--- src/rtl/mux_rr_sched_if.sv ---
// Request/grant bundle between the requesters and the round-robin mux scheduler.
// The requester side uses the master modport; the scheduler uses the slave modport.
interface mux_rr_sched_if #(
  parameter int N = 9,
  parameter int M = 4
);
  logic         en;
  logic [N-1:0] req;
  logic [M-1:0] sel;
  logic [N-1:0] gnt;
  logic         gnt_valid;
  logic         gnt_new;

  modport master (
    output en, req,
    input  sel, gnt, gnt_valid, gnt_new
  );

  modport slave (
    input  en, req,
    output sel, gnt, gnt_valid, gnt_new
  );
endinterface

--- src/rtl/mux_rr_sched.sv ---
// Round-robin scheduler sharing one N:1 mux among N requesters.
// Each grant is held for up to HOLD cycles; sel and gnt are registered.
module mux_rr_sched #(
  parameter int N    = 9,
  parameter int M    = 4,
  parameter int HOLD = 4
) (
  input  logic           clk,
  input  logic           rst_n,
  mux_rr_sched_if.slave  bus
);
  localparam int HW = $clog2(HOLD + 1);

  typedef enum logic {IDLE, GRANT} state_t;

  state_t         state, state_nxt;
  logic [M-1:0]   ptr, ptr_nxt;
  logic [M-1:0]   sel_q, sel_nxt;
  logic [HW-1:0]  hold_cnt, hold_nxt;
  logic [N-1:0]   gnt_q, gnt_nxt;
  logic           valid_q, valid_nxt;
  logic           new_q, new_nxt;

  logic [M-1:0]   wrap_ptr;
  logic [M-1:0]   start;
  logic [M:0]     arb;
  logic           owner_req;
  logic           take;

  // Cyclic first-set search from start; returns {found, index}.
  function automatic logic [M:0] arbitrate(input logic [N-1:0] r, input logic [M-1:0] from);
    logic         found;
    logic [M-1:0] win;
    logic [N-1:0] rot;
    int           idx;
    found = 1'b0;
    win   = '0;
    for (int i = 0; i < N; i++) begin
      idx = int'(from) + i;
      if (idx >= N) idx = idx - N;
      rot = r >> idx;
      if (!found && rot[0]) begin
        found = 1'b1;
        win   = M'(idx);
      end
    end
    return {found, win};
  endfunction

  always_comb begin
    state_nxt = state;
    ptr_nxt   = ptr;
    sel_nxt   = sel_q;
    hold_nxt  = hold_cnt;
    gnt_nxt   = gnt_q;
    valid_nxt = valid_q;
    new_nxt   = 1'b0;
    take      = 1'b0;

    wrap_ptr  = (sel_q == M'(N - 1)) ? '0 : sel_q + M'(1);
    start     = (state == GRANT) ? wrap_ptr : ptr;
    arb       = arbitrate(bus.req, start);
    owner_req = |(bus.req & gnt_q);

    case (state)
      IDLE: begin
        gnt_nxt   = '0;
        valid_nxt = 1'b0;
        take      = bus.en && arb[M];
      end
      GRANT: begin
        if (owner_req && hold_cnt != HW'(HOLD)) begin
          hold_nxt = hold_cnt + HW'(1);
        end else begin
          // Releasing owner becomes lowest priority, but may still win alone.
          ptr_nxt = wrap_ptr;
          if (bus.en && arb[M]) begin
            take = 1'b1;
          end else begin
            state_nxt = IDLE;
            gnt_nxt   = '0;
            valid_nxt = 1'b0;
            hold_nxt  = '0;
          end
        end
      end
      default: state_nxt = IDLE;
    endcase

    if (take) begin
      state_nxt = GRANT;
      sel_nxt   = arb[M-1:0];
      gnt_nxt   = N'(1) << arb[M-1:0];
      valid_nxt = 1'b1;
      new_nxt   = 1'b1;
      hold_nxt  = HW'(1);
    end
  end

  always_ff @(posedge clk or negedge rst_n) begin
    if (!rst_n) begin
      state    <= IDLE;
      ptr      <= '0;
      sel_q    <= '0;
      hold_cnt <= '0;
      gnt_q    <= '0;
      valid_q  <= 1'b0;
      new_q    <= 1'b0;
    end else begin
      state    <= state_nxt;
      ptr      <= ptr_nxt;
      sel_q    <= sel_nxt;
      hold_cnt <= hold_nxt;
      gnt_q    <= gnt_nxt;
      valid_q  <= valid_nxt;
      new_q    <= new_nxt;
    end
  end

  assign bus.sel       = sel_q;
  assign bus.gnt       = gnt_q;
  assign bus.gnt_valid = valid_q;
  assign bus.gnt_new   = new_q;
endmodule

--- src/flat_wrapper.sv ---
// flat-port wrapper written by rule: the top's interface ports become plain ports
module mux_rr_sched_flat 
#(
  parameter int N    = 9,
  parameter int M    = 4,
  parameter int HOLD = 4
)
  (clk, rst_n, bus_en, bus_req, bus_sel, bus_gnt, bus_gnt_valid, bus_gnt_new);
  mux_rr_sched_if #(.N(N), .M(M)) bus_i ();
  input  logic clk;
  input  logic rst_n;
  input wire logic [$bits(bus_i.en)-1:0] bus_en;
  input wire logic [$bits(bus_i.req)-1:0] bus_req;
  output wire logic [$bits(bus_i.sel)-1:0] bus_sel;
  output wire logic [$bits(bus_i.gnt)-1:0] bus_gnt;
  output wire logic [$bits(bus_i.gnt_valid)-1:0] bus_gnt_valid;
  output wire logic [$bits(bus_i.gnt_new)-1:0] bus_gnt_new;
  assign bus_i.en = bus_en;
  assign bus_i.req = bus_req;
  assign bus_sel = bus_i.sel;
  assign bus_gnt = bus_i.gnt;
  assign bus_gnt_valid = bus_i.gnt_valid;
  assign bus_gnt_new = bus_i.gnt_new;
  mux_rr_sched #(.N(N), .M(M), .HOLD(HOLD)) u_core (.clk(clk), .rst_n(rst_n), .bus(bus_i));
endmodule
--- config.mk ---
export PLATFORM = sky130hd
export DESIGN_NAME = mux_rr_sched_flat
export DESIGN_NICKNAME = d
export VERILOG_FILES = /design/src/rtl/mux_rr_sched_if.sv /design/src/rtl/mux_rr_sched.sv /design/src/flat_wrapper.sv
export SDC_FILE = /design/constraint.sdc
export NUM_CORES = 1
export LEC_CHECK = 0
export ABC_AREA = 1
export CAP_MARGIN = 20
export CELL_PAD_IN_SITES_DETAIL_PLACEMENT = 1
export CELL_PAD_IN_SITES_GLOBAL_PLACEMENT = 2
export CORE_MARGIN = 2
export CORE_UTILIZATION = 36
export DETAILED_ROUTE_END_ITERATION = 8
export GPL_TIMING_DRIVEN = 0
export PLACE_DENSITY = 0.84
export SLEW_MARGIN = 20
export SYNTH_ARGS = -nofsm -noshare
export SYNTH_HDL_FRONTEND = slang
export SYNTH_SLANG_ARGS = --single-unit
--- constraint.sdc ---
create_clock -name clk -period 9.3 [get_ports clk]
set_input_delay 1.86 -clock clk [delete_from_list [all_inputs] [get_ports clk]]
set_output_delay 1.86 -clock clk [all_outputs]
set_load 0.005 [all_outputs]
==> results of run 1 <==
[cells by family (layout without fill, tap and decap cells)]
logic type               after synthesis  count (layout)  share of synthesized area [%]
AO/OA/AOI/OAI                        114             114                           17.4
XOR/XNOR                               5               5                           1.01
AND/OR/NAND/NOR                      438             438                           48.5
flip-flops                            23              23                           13.2
adder cells (fa/ha/maj)               33              33                           9.68
buffers and inverters                105             132                           10.1
[final timing paths]
check / start / endpoint / slack [ns] / depth (start not counted)
setup reg to reg: u_core.bus.sel[0]$_DFFE_PN0P_ / u_core.bus.sel[3]$_DFFE_PN0P_ / 3.50 / 25
max in group asynchronous: rst_n / u_core.ptr[1]$_DFFE_PN0P_ / 7.36 / 1
hold reg to reg: u_core.bus.gnt_valid$_DFFE_PN0P_ / u_core.bus.gnt_valid$_DFFE_PN0P_ / 0.49 / 2
min in group asynchronous: rst_n / u_core.bus.gnt_valid$_DFFE_PN0P_ / 1.58 / 1
setup / recovery: u_core.bus.sel[0]$_DFFE_PN0P_ / u_core.bus.sel[3]$_DFFE_PN0P_ / 3.50 / 25
hold / removal: u_core.bus.gnt_valid$_DFFE_PN0P_ / u_core.bus.gnt_valid$_DFFE_PN0P_ / 0.49 / 2
[stage by stage]
step,util (%),worst slack (ns),hold WS [ns],std cells
final,40.6,3.50,0.487,892
after global routing,40.6,3.02,0.536,892
after CTS,40.6,3.56,0.501,892
after detailed placement,39.9,3.62,0.481,888
after global placement,39.9,3.73,0.470,888
after floorplan,-,5.16,0.453,718
[worst max-delay path, stage by stage, from the launching register on]
cell and delay [ns]:
sky130_fd_sc_hd__dfrtp_1 0.42, sky130_fd_sc_hd__inv_1 0.14, sky130_fd_sc_hd__ha_1 0.30, sky130_fd_sc_hd__inv_1 0.07, sky130_fd_sc_hd__o21ai_4 0.49, sky130_fd_sc_hd__inv_1 0.48, sky130_fd_sc_hd__ha_1 0.40, sky130_fd_sc_hd__inv_1 0.20
sky130_fd_sc_hd__nand3_1 0.15, sky130_fd_sc_hd__nand2_1 0.26, sky130_fd_sc_hd__inv_1 0.24, sky130_fd_sc_hd__o21ai_0 0.29, sky130_fd_sc_hd__ha_1 0.22, sky130_fd_sc_hd__nand2_1 0.12, sky130_fd_sc_hd__inv_1 0.13, sky130_fd_sc_hd__o21ai_0 0.23
sky130_fd_sc_hd__nor2_1 0.23, sky130_fd_sc_hd__nand3_1 0.10, sky130_fd_sc_hd__a21oi_1 0.16, sky130_fd_sc_hd__nand4_1 0.28, sky130_fd_sc_hd__nand3b_1 0.26, sky130_fd_sc_hd__nand3_2 0.12, sky130_fd_sc_hd__inv_2 0.09, sky130_fd_sc_hd__buf_6 0.15
sky130_fd_sc_hd__o21ai_2 0.09, sky130_fd_sc_hd__o21ai_1 0.09
[flip-flops by register name, indices dropped and copies added (netlist names)]
register,flops
u_core.bus.gnt,9
u_core.bus.sel,4
u_core.ptr,4
u_core.hold_cnt,3
u_core.bus.gnt_new,1
u_core.bus.gnt_valid,1
u_core.state,1
[per-layer routing]
metal | vias up | global-route usage [%] | routed length (µm)
li1 | 2435 | - | -
met3 | 18 | 1.01 | 526
met1 | 2409 | 33.1 | 7090
met4 | 0 | 7.72 | 315
met5 | - | 0 | 0
met2 | 86 | 50.3 | 8670
[cell usage after synthesis, types with 5 or more instances]
master	n
sky130_fd_sc_hd__inv_2	12
sky130_fd_sc_hd__nor2_1	50
sky130_fd_sc_hd__ha_1	32
sky130_fd_sc_hd__o21ai_0	31
sky130_fd_sc_hd__nand2_2	22
sky130_fd_sc_hd__a21oi_1	22
sky130_fd_sc_hd__dfrtp_1	23
sky130_fd_sc_hd__clkbuf_1	5
sky130_fd_sc_hd__buf_6	5
sky130_fd_sc_hd__o21ai_1	13
sky130_fd_sc_hd__nand4_1	18
sky130_fd_sc_hd__o21ai_2	8
sky130_fd_sc_hd__inv_1	78
sky130_fd_sc_hd__o211ai_1	14
sky130_fd_sc_hd__nand3b_1	6
sky130_fd_sc_hd__nand2_4	9
sky130_fd_sc_hd__nand3_1	81
sky130_fd_sc_hd__nand3_2	9
sky130_fd_sc_hd__nand2_1	221
[area by class of cell]
cell class / count / area, µm² / area share, %
inverter: 94 / 358 / 7.41
buffer: 11 / 82.6 / 1.71
timing repair buffer: 23 / 225 / 4.66
tap: 147 / 184 / 3.81
sequential: 23 / 576 / 11.9
multi-input combinational: 590 / 3330 / 68.9
clock buffer: 4 / 78.8 / 1.63
[layout by cell type, fill, tap and decap left out, types with 8 or more instances in the layout]
| cell type | instances |
|---|---|
| sky130_fd_sc_hd__clkdlybuf4s50_1 | 22 |
| sky130_fd_sc_hd__nand3_2 | 9 |
| sky130_fd_sc_hd__ha_1 | 32 |
| sky130_fd_sc_hd__dfrtp_1 | 23 |
| sky130_fd_sc_hd__nand4_1 | 18 |
| sky130_fd_sc_hd__o21ai_1 | 13 |
| sky130_fd_sc_hd__o211ai_1 | 14 |
| sky130_fd_sc_hd__nand2_1 | 221 |
| sky130_fd_sc_hd__o21ai_0 | 31 |
| sky130_fd_sc_hd__nand2_2 | 22 |
| sky130_fd_sc_hd__a21oi_1 | 22 |
| sky130_fd_sc_hd__nand3_1 | 81 |
| sky130_fd_sc_hd__inv_1 | 78 |
| sky130_fd_sc_hd__nand2_4 | 9 |
| sky130_fd_sc_hd__o21ai_2 | 8 |
| sky130_fd_sc_hd__nor2_1 | 50 |
| sky130_fd_sc_hd__inv_2 | 12 |
==> metrics.md, run 1 <==
| Metric | Value |
|---|---|
| Number of buffers inserted by hold repair at cts | `0` |
| Warning count from the yosys run | `0` |
| Crit path arrival time | `5.97 ns` |
| Clock period minus worst slack | `approximately 5.8 ns` |
| Tightest Pin Transition | `roughly 0.74 ns` |
| Syn_area_per_cell | `6.05 µm²` |
| Post-synthesis register bit count | `23` |
| Length of the first detailed-routing pass in iterations | `4` |
| Initial antenna violation count | `0` |
| Count of input and output buffers | `23` |
| Most area-hungry cell type in the Yosys netlist | `sky130_fd_sc_hd__nand2_1` |
| Std cell rows | `40` |
| Floorplan Core Area | `11900 µm²` |
| Clock Root Buffer | `sky130_fd_sc_hd__clkbuf_16` |
| Fin. Hold Viols | `0` |
| Maxcap violations | `0` |
| Largest cells by area after synthesis | `sky130_fd_sc_hd__nand2_1 19%, sky130_fd_sc_hd__dfrtp_1 13%, sky130_fd_sc_hd__nand3_1 9.3%, sky130_fd_sc_hd__ha_1 9.2%, sky130_fd_sc_hd__inv_1 6.7%` |
| Total half-perimeter wirelength after legalization and detailed placement | `13.4 mm` |
| Setup TNS Final | `0 ns` |
| Post-CTS Repair Setup Buffers | `0` |
| Number of instances in the synthesized netlist | `718` |
| Nature of the critical path endpoint | `register` |
| Antenna fix cells | `0` |
| Total global-route track usage | `26.7%` |
| Fill cell total of the finished layout | `~1600` |
| Via density per instance | `5.55` |
| Status | `completed` |
| Iteration-0 DRC count of the detailed router | `250` |
| Post-synthesis sequential area ratio | `a little over an eighth` |
| CTS Buf Count | `3` |
| Net count after synthesis | `roughly 760` |
| Count of nets left with antenna violations after detail routing | `0` |
| Worst relative slew slack | `slightly above 50%` |
| Clock tree buffer depth | `2` |
| CTS HTree Levels | `1` |
| Area growth from synthesis to layout | `11.2%` |
| Fraction of the cycle the final worst path needs | `62.3%` |
| Clock tree from TritonCTS | `done` |
| Setup repair after global routing missed its margin | `false` |
| Number of instances resized during post-cts repair | `0` |
| Die outline height | `114 µm` |
| Worst hold path class | `register to register` |
| Number of nets in the finished design | `791` |
| Clock transition at the registers of the reported paths | `0.06 ns` |
| Max FO, Critical Path | `14` |
| Crit path required time | `9.48 ns` |
| Die W | `114 µm` |
| Number of remaining DRC errors | `0` |
| Total count of max-transition violations in the final report | `0` |
| Clock latency at the later pin of the worst-skew pair | `0.25 ns` |
| Maximum number of pins on one net before global-route repair | `24` |
| Total die area | `13000 µm²` |
| Initial Utilization | `between 30% and 40%` |
| Share of cells above drive strength 1 | `13.0%` |
| Area of the mapped netlist | `~4300 µm²` |
| I/O pin total | `27` |
| Number of synthesized flops with an enable pin | `0` |
| Area of placed instances | `4760 µm²` |
| Maximum frequency from static timing analysis | `between 150 and 200 MHz` |
| Total gr overflow | `0` |
| Yosys top cell area share | `19.1%` |
| Total Routed Length | `roughly 17 mm` |
| Wire length of the first global-routing pass | `27.3 mm` |
| Post-Route Skew | `0.00259 ns` |
| Setup Crit Path Kind | `register to register` |
| Via count of the first global-routing pass | `between 5000 and 6000` |
| Fraction of synthesis flops using an asynchronous set or reset pin | `100%` |
| Post-layout instance area | `4830 µm²` |
| Cell variety after synth | `50` |
| Detailed-route wire length per cell | `about 19 µm` |
| TritonCTS Sinks | `23` |
| Setup-failing EPs final | `0` |
| GP Congestion | `about 0.86` |
| Dominant synthesized flop cell | `sky130_fd_sc_hd__dfrtp_1` |
| Type of element launching the critical path | `register` |
| DR vias | `approximately 5000` |
Power of run 1 is not shown: default switching activity piles up to over one toggle a cycle in this logic, so the estimate is an artifact.
==> run 2: changes to the inputs <==
CORE_UTILIZATION = 30   (was 36)
PLACE_DENSITY = 0.75   (was 0.84)
clock period = 5.1 ns   (was 9.3 ns; I/O delays follow)
==> metrics.md, run 2 (synthesized netlist as in run 1, its figures left out) <==
| Metric | Value |
|---|---|
| Most common library cell in the layout ignoring fill and taps | `sky130_fd_sc_hd__nand2_1` |
| Fraction of the cycle the final worst path needs | `94.8%` |
| Post-Route Skew | `0.00285 ns` |
| Most used cell along the critical path | `sky130_fd_sc_hd__nand2_1` |
| Count of input and output buffers | `23` |
| Length of the first detailed-routing pass in iterations | `5` |
| Total global-route track usage | `around 23%` |
| Clock tree from TritonCTS | `done` |
| Initial antenna violation count | `0` |
| Die W | `124 µm` |
| Cell family with most CP delay | `simple AND/OR/NAND/NOR gates` |
| Setup-failing EPs final | `0` |
| Std cell rows | `43` |
| Clock transition at the registers of the reported paths | `about 0.060 ns` |
| Total die area | `between 15000 and 20000 µm²` |
| Total half-perimeter wirelength after legalization and detailed placement | `14.0 mm` |
| Die outline height | `124 µm` |
| CTS Buf Count | `3` |
| Crit path arrival time | `around 5 ns` |
| Number of nets in the finished design | `800` |
| I/O pin total | `27` |
| Total gr overflow | `0` |
| TritonCTS Sinks | `23` |
| Total count of max-transition violations in the final report | `0` |
| Max FO, Critical Path | `13` |
| Most frequent cells in the layout | `217 x sky130_fd_sc_hd__nand2_1, 79 x sky130_fd_sc_hd__nand3_1, 73 x sky130_fd_sc_hd__inv_1` |
| Clock period minus worst slack | `approximately 4.8 ns` |
| Final worst hold slack | `0.489 ns` |
| Number of buffers inserted by hold repair at cts | `0` |
| Crit path buf inv count | `9` |
| Via density per instance | `between 5 and 6` |
| Final Worst Setup Slack | `between 0.2 and 0.3 ns` |
| Clock tree buffer depth | `2` |
| Flip-flop count of the largest register, all copies and words added | `9` |
| DR vias | `4978` |
| Crit path required time | `roughly 5.3 ns` |
| Tightest Pin Transition | `0.758 ns` |
| Floorplan Core Area | `14000 µm²` |
| Antenna fix cells | `0` |
| Via count of the first global-routing pass | `5262` |
| Status | `completed` |
| Slowest cell on the critical path | `sky130_fd_sc_hd__dfrtp_2` |
| Detailed-route wire length per cell | `18.8 µm` |
| Fin. Hold Viols | `0` |
| Area growth from synthesis to layout | `16.6%` |
| Type of element launching the critical path | `register` |
| Wire length of the first global-routing pass | `28.4 mm` |
| Setup TNS Final | `0 ns` |
| Setup Crit Path Kind | `register to register` |
| Place WS | `-0.644 ns` |
| Clock Root Buffer | `sky130_fd_sc_hd__clkbuf_16` |
| Iteration-0 DRC count of the detailed router | `207` |
| Total Routed Length | `17.6 mm` |
| Maximum number of pins on one net before global-route repair | `24` |
| Maxcap violations | `0` |
| Worst stage delay on the critical path | `between 0.4 and 0.5 ns` |
| Number of remaining DRC errors | `0` |
| Nature of the critical path endpoint | `register` |
| CTS HTree Levels | `1` |
| Count of nets left with antenna violations after detail routing | `0` |
| Clock latency at the later pin of the worst-skew pair | `about 0.26 ns` |
| Share of cells above drive strength 1 | `17.5%` |
| Maximum frequency from static timing analysis | `207 MHz` |
| Worst hold path class | `register to register` |
| GP Congestion | `0.898` |
| Initial Utilization | `just over 30%` |
| Worst relative slew slack | `roughly 50%` |
[run 2: changes by cell type in the layout (fill, tap and decap cells not counted), moves of 3 or more]
cell,change
sky130_fd_sc_hd__o21ai_0,-7
sky130_fd_sc_hd__o21ai_1,+4
sky130_fd_sc_hd__clkinvlp_4,+3
sky130_fd_sc_hd__ha_1,-6
sky130_fd_sc_hd__ha_2,+5
sky130_fd_sc_hd__inv_1,-5
sky130_fd_sc_hd__nand2_1,-4
sky130_fd_sc_hd__buf_4,+9
[run 2: metal layers]
metal	global-route usage [%]	part of all wire, %
met1	29.7	47
met2	39.7	49
met3	1.07	1.5
met4	6.74	2.7
met5	0	0
[run 2: layout make-up]
| class | instances | area, µm² |
|---|---|---|
| Timing Repair Buffer | 32 | 293 |
| Buffer | 11 | 95.1 |
| Clock buffer | 3 | 75.1 |
| Inverter | 94 | 372 |
| Clock inverter | 1 | 5.00 |
| Sequential cell | 23 | 578 |
| Fill cell | 1870 | 8920 |
| Multi-Input combinational cell | 590 | 3420 |
| Tap cell | 180 | 225 |
[run 2: through the flow]
stage | area, µm² | utilization [%] | std cells
global placement | 4800 | 34.3 | 921
finish | 5070 | 36.2 | 934
detailed placement | 4800 | 34.3 | 921
floorplan | 4340 | - | 718
global route | 5070 | 36.2 | 934
CTS | 4920 | 35.2 | 929
[run 2: final timing paths]
check	to	startpoint	slack [ns]	cells after the start
setup / recovery	u_core.bus.gnt[3]$_DFFE_PN0P_	u_core.bus.sel[0]$_DFFE_PN0P_	0.26	32
hold / removal	u_core.ptr[0]$_DFFE_PN0P_	u_core.ptr[0]$_DFFE_PN0P_	0.49	2
setup reg to reg	u_core.bus.gnt[3]$_DFFE_PN0P_	u_core.bus.sel[0]$_DFFE_PN0P_	0.26	32
hold reg to reg	u_core.ptr[0]$_DFFE_PN0P_	u_core.ptr[0]$_DFFE_PN0P_	0.49	2
max in group asynchronous	u_core.bus.sel[1]$_DFFE_PN0P_	rst_n	3.95	1
min in group asynchronous	u_core.bus.gnt_valid$_DFFE_PN0P_	rst_n	0.75	1
[run 2: worst min-delay path, delay by kind of cell (launching register included)]
kind	cells	cell delay (ns)
simple gates	1	0.05
compound gates	1	0.06
flops	1	0.34
[run 2: timing repair]
action                                  4_1_cts  5_1_grt
gates resized for setup                       9       33
setup buffers                                 4        5
pin swaps                                     2        6
endpoints found under the setup margin       19       19
hold endpoints to repair                      0        0
Power of run 2 is left out for the same reason.
==> run 3: changes to the inputs <==
--- a/config.mk
+++ b/config.mk
@@ -11,2 +11,3 @@
 export CELL_PAD_IN_SITES_GLOBAL_PLACEMENT = 2
+export CORE_ASPECT_RATIO = 0.75
 export CORE_MARGIN = 2
@@ -16,2 +17,3 @@
 export PLACE_DENSITY = 0.75
+export SKIP_LAST_GASP = 1
 export SLEW_MARGIN = 20
==> constraint.sdc (replaced) <==
create_clock -name clk -period 5.1 [get_ports clk]
set_input_delay 1.275 -clock clk [delete_from_list [all_inputs] [get_ports clk]]
set_output_delay 1.275 -clock clk [all_outputs]
set_load 0.005 [all_outputs]
==> metrics.md, run 3 (synthesized netlist as in run 1, its figures left out) <==
| Metric | Value |
|---|---|
| Status | `completed` |
| Length of the first detailed-routing pass in iterations | `4` |
| Nature of the critical path endpoint | `register` |
| Iteration-0 DRC count of the detailed router | `303` |
| Detailed-route wire length per cell | `around 19 µm` |
| Number of nets in the finished design | `~800` |
| Flip-flop count of the largest register, all copies and words added | `9` |
| Number of remaining DRC errors | `0` |
| Worst relative slew slack | `37.2%` |
| Total Routed Length | `between 15 and 20 mm` |
| Clock tree buffer depth | `2` |
| Clock latency at the later pin of the worst-skew pair | `0.27 ns` |
| Die W | `143 µm` |
| Area growth from synthesis to layout | `17.7%` |
| Maximum number of pins on one net before global-route repair | `24` |
| Count of nets left with antenna violations after detail routing | `0` |
| Count of input and output buffers | `23` |
| Std cell rows | `38` |
| Maximum frequency from static timing analysis | `209 MHz` |
| Floorplan Core Area | `roughly 14000 µm²` |
| Clock tree from TritonCTS | `done` |
| Wire length of the first global-routing pass | `between 20 and 30 mm` |
| Final core utilization | `35.7%` |
| Total half-perimeter wirelength after legalization and detailed placement | `14.2 mm` |
| Tightest Pin Transition | `0.942 ns` |
| Initial antenna violation count | `0` |
| DR vias | `5070` |
| Final worst hold slack | `a little under 0.5 ns` |
| Max FO, Critical Path | `13` |
| Crit path required time | `5.24 ns` |
| Setup Crit Path Kind | `register to register` |
| Setup-failing EPs final | `0` |
| Clock transition at the registers of the reported paths | `0.06 ns` |
| Antenna fix cells | `0` |
| Most frequent cells in the layout | `219 x sky130_fd_sc_hd__nand2_1, 79 x sky130_fd_sc_hd__nand3_1, 73 x sky130_fd_sc_hd__inv_1` |
| Post-Route Skew | `0.00265 ns` |
| TritonCTS Sinks | `23` |
| Clock period minus worst slack | `4.79 ns` |
| Clock Root Buffer | `sky130_fd_sc_hd__clkbuf_16` |
| Total die area | `15500 µm²` |
| Fin. Hold Viols | `0` |
| Type of element launching the critical path | `register` |
| Crit path arrival time | `4.93 ns` |
| Via density per instance | `5.30` |
| Area of placed instances | `just under 5000 µm²` |
| Fraction of the cycle the final worst path needs | `93.9%` |
| GP Congestion | `0.877` |
| Share of cells above drive strength 1 | `17.4%` |
| Total count of max-transition violations in the final report | `0` |
| CTS HTree Levels | `1` |
| Die outline height | `108 µm` |
| I/O pin total | `27` |
| Post-layout instance area | `approximately 5100 µm²` |
| Total gr overflow | `0` |
| Most common library cell in the layout ignoring fill and taps | `sky130_fd_sc_hd__nand2_1` |
| Maxcap violations | `0` |
| Total global-route track usage | `23.7%` |
| CTS Buf Count | `3` |
| Worst hold path class | `register to register` |
| Initial Utilization | `a little under a third` |
| Via count of the first global-routing pass | `4799` |
## run 3: metrics by stage
step	std cells	setup WS [ns]	TNS [ns]
final	957	0.310	0
after global routing	957	-0.00970	-0.00970
after CTS	952	0.0225	0
after detailed placement	941	-0.706	-11.30
after global placement	941	-0.514	-7.68
after floorplan	718	0.956	0
## run 3: area by class of cell
| class | count | area (µm²) |
|---|---|---|
| fill | 1898 | 9200 |
| multi-input combinational | 590 | 3440 |
| sequential | 23 | 577 |
| inverter | 94 | 362 |
| timing repair buffer | 35 | 315 |
| tap | 200 | 250 |
| buffer | 11 | 91.3 |
| clock buffer | 4 | 78.8 |
## run 3: path summary, 6_finish.rpt
path	startpoint	to	slack (ns)	cells past startpoint
hold reg to reg	u_core.ptr[0]$_DFFE_PN0P_	u_core.ptr[0]$_DFFE_PN0P_	0.49	2
max in group asynchronous	rst_n	u_core.bus.sel[0]$_DFFE_PN0P_	3.69	1
setup reg to reg	u_core.bus.sel[0]$_DFFE_PN0P_	u_core.bus.sel[3]$_DFFE_PN0P_	0.31	27
min in group asynchronous	rst_n	u_core.bus.gnt[5]$_DFFE_PN0P_	1.00	1
setup / recovery	u_core.bus.sel[0]$_DFFE_PN0P_	u_core.bus.sel[3]$_DFFE_PN0P_	0.31	27
hold / removal	u_core.ptr[0]$_DFFE_PN0P_	u_core.ptr[0]$_DFFE_PN0P_	0.49	2
## run 3: timing repair
action	in CTS	in global routing
pin swaps	5	11
setup endpoints to repair	19	19
setup buffers	7	5
gates resized for setup	11	30
hold buffers	0	0
## run 3: per-layer routing
layer | part of all wire (%) | track usage, % | up-vias
met3 | 4.5 | 3.23 | 18
met2 | 41 | 34.4 | 105
li1 | - | - | 2470
met5 | 0 | 0 | -
met4 | 1.2 | 3.11 | 0
met1 | 53 | 37.3 | 2477
## run 3: worst max-delay path, cell delays in order, from the launching register on
cell	delay [ns]
sky130_fd_sc_hd__dfrtp_2	0.41
sky130_fd_sc_hd__inv_2	0.08
sky130_fd_sc_hd__ha_2	0.21
sky130_fd_sc_hd__nand3_4	0.11
sky130_fd_sc_hd__nand3_2	0.07
sky130_fd_sc_hd__nand2_2	0.14
sky130_fd_sc_hd__buf_6	0.21
sky130_fd_sc_hd__inv_4	0.09
sky130_fd_sc_hd__buf_12	0.16
sky130_fd_sc_hd__ha_1	0.53
sky130_fd_sc_hd__inv_1	0.32
sky130_fd_sc_hd__nand2_1	0.16
sky130_fd_sc_hd__o21ai_2	0.11
sky130_fd_sc_hd__inv_1	0.10
sky130_fd_sc_hd__o211ai_1	0.10
sky130_fd_sc_hd__nand3_1	0.11
sky130_fd_sc_hd__nand2_1	0.07
sky130_fd_sc_hd__nand3_1	0.17
sky130_fd_sc_hd__nand2_2	0.10
sky130_fd_sc_hd__nor2_4	0.20
sky130_fd_sc_hd__nand3_4	0.17
sky130_fd_sc_hd__nor3_4	0.30
sky130_fd_sc_hd__nand3b_1	0.16
sky130_fd_sc_hd__nand3_2	0.14
sky130_fd_sc_hd__inv_2	0.06
sky130_fd_sc_hd__buf_6	0.14
sky130_fd_sc_hd__o21ai_2	0.09
sky130_fd_sc_hd__o21ai_1	0.10
Power of run 3 is left out for the same reason.
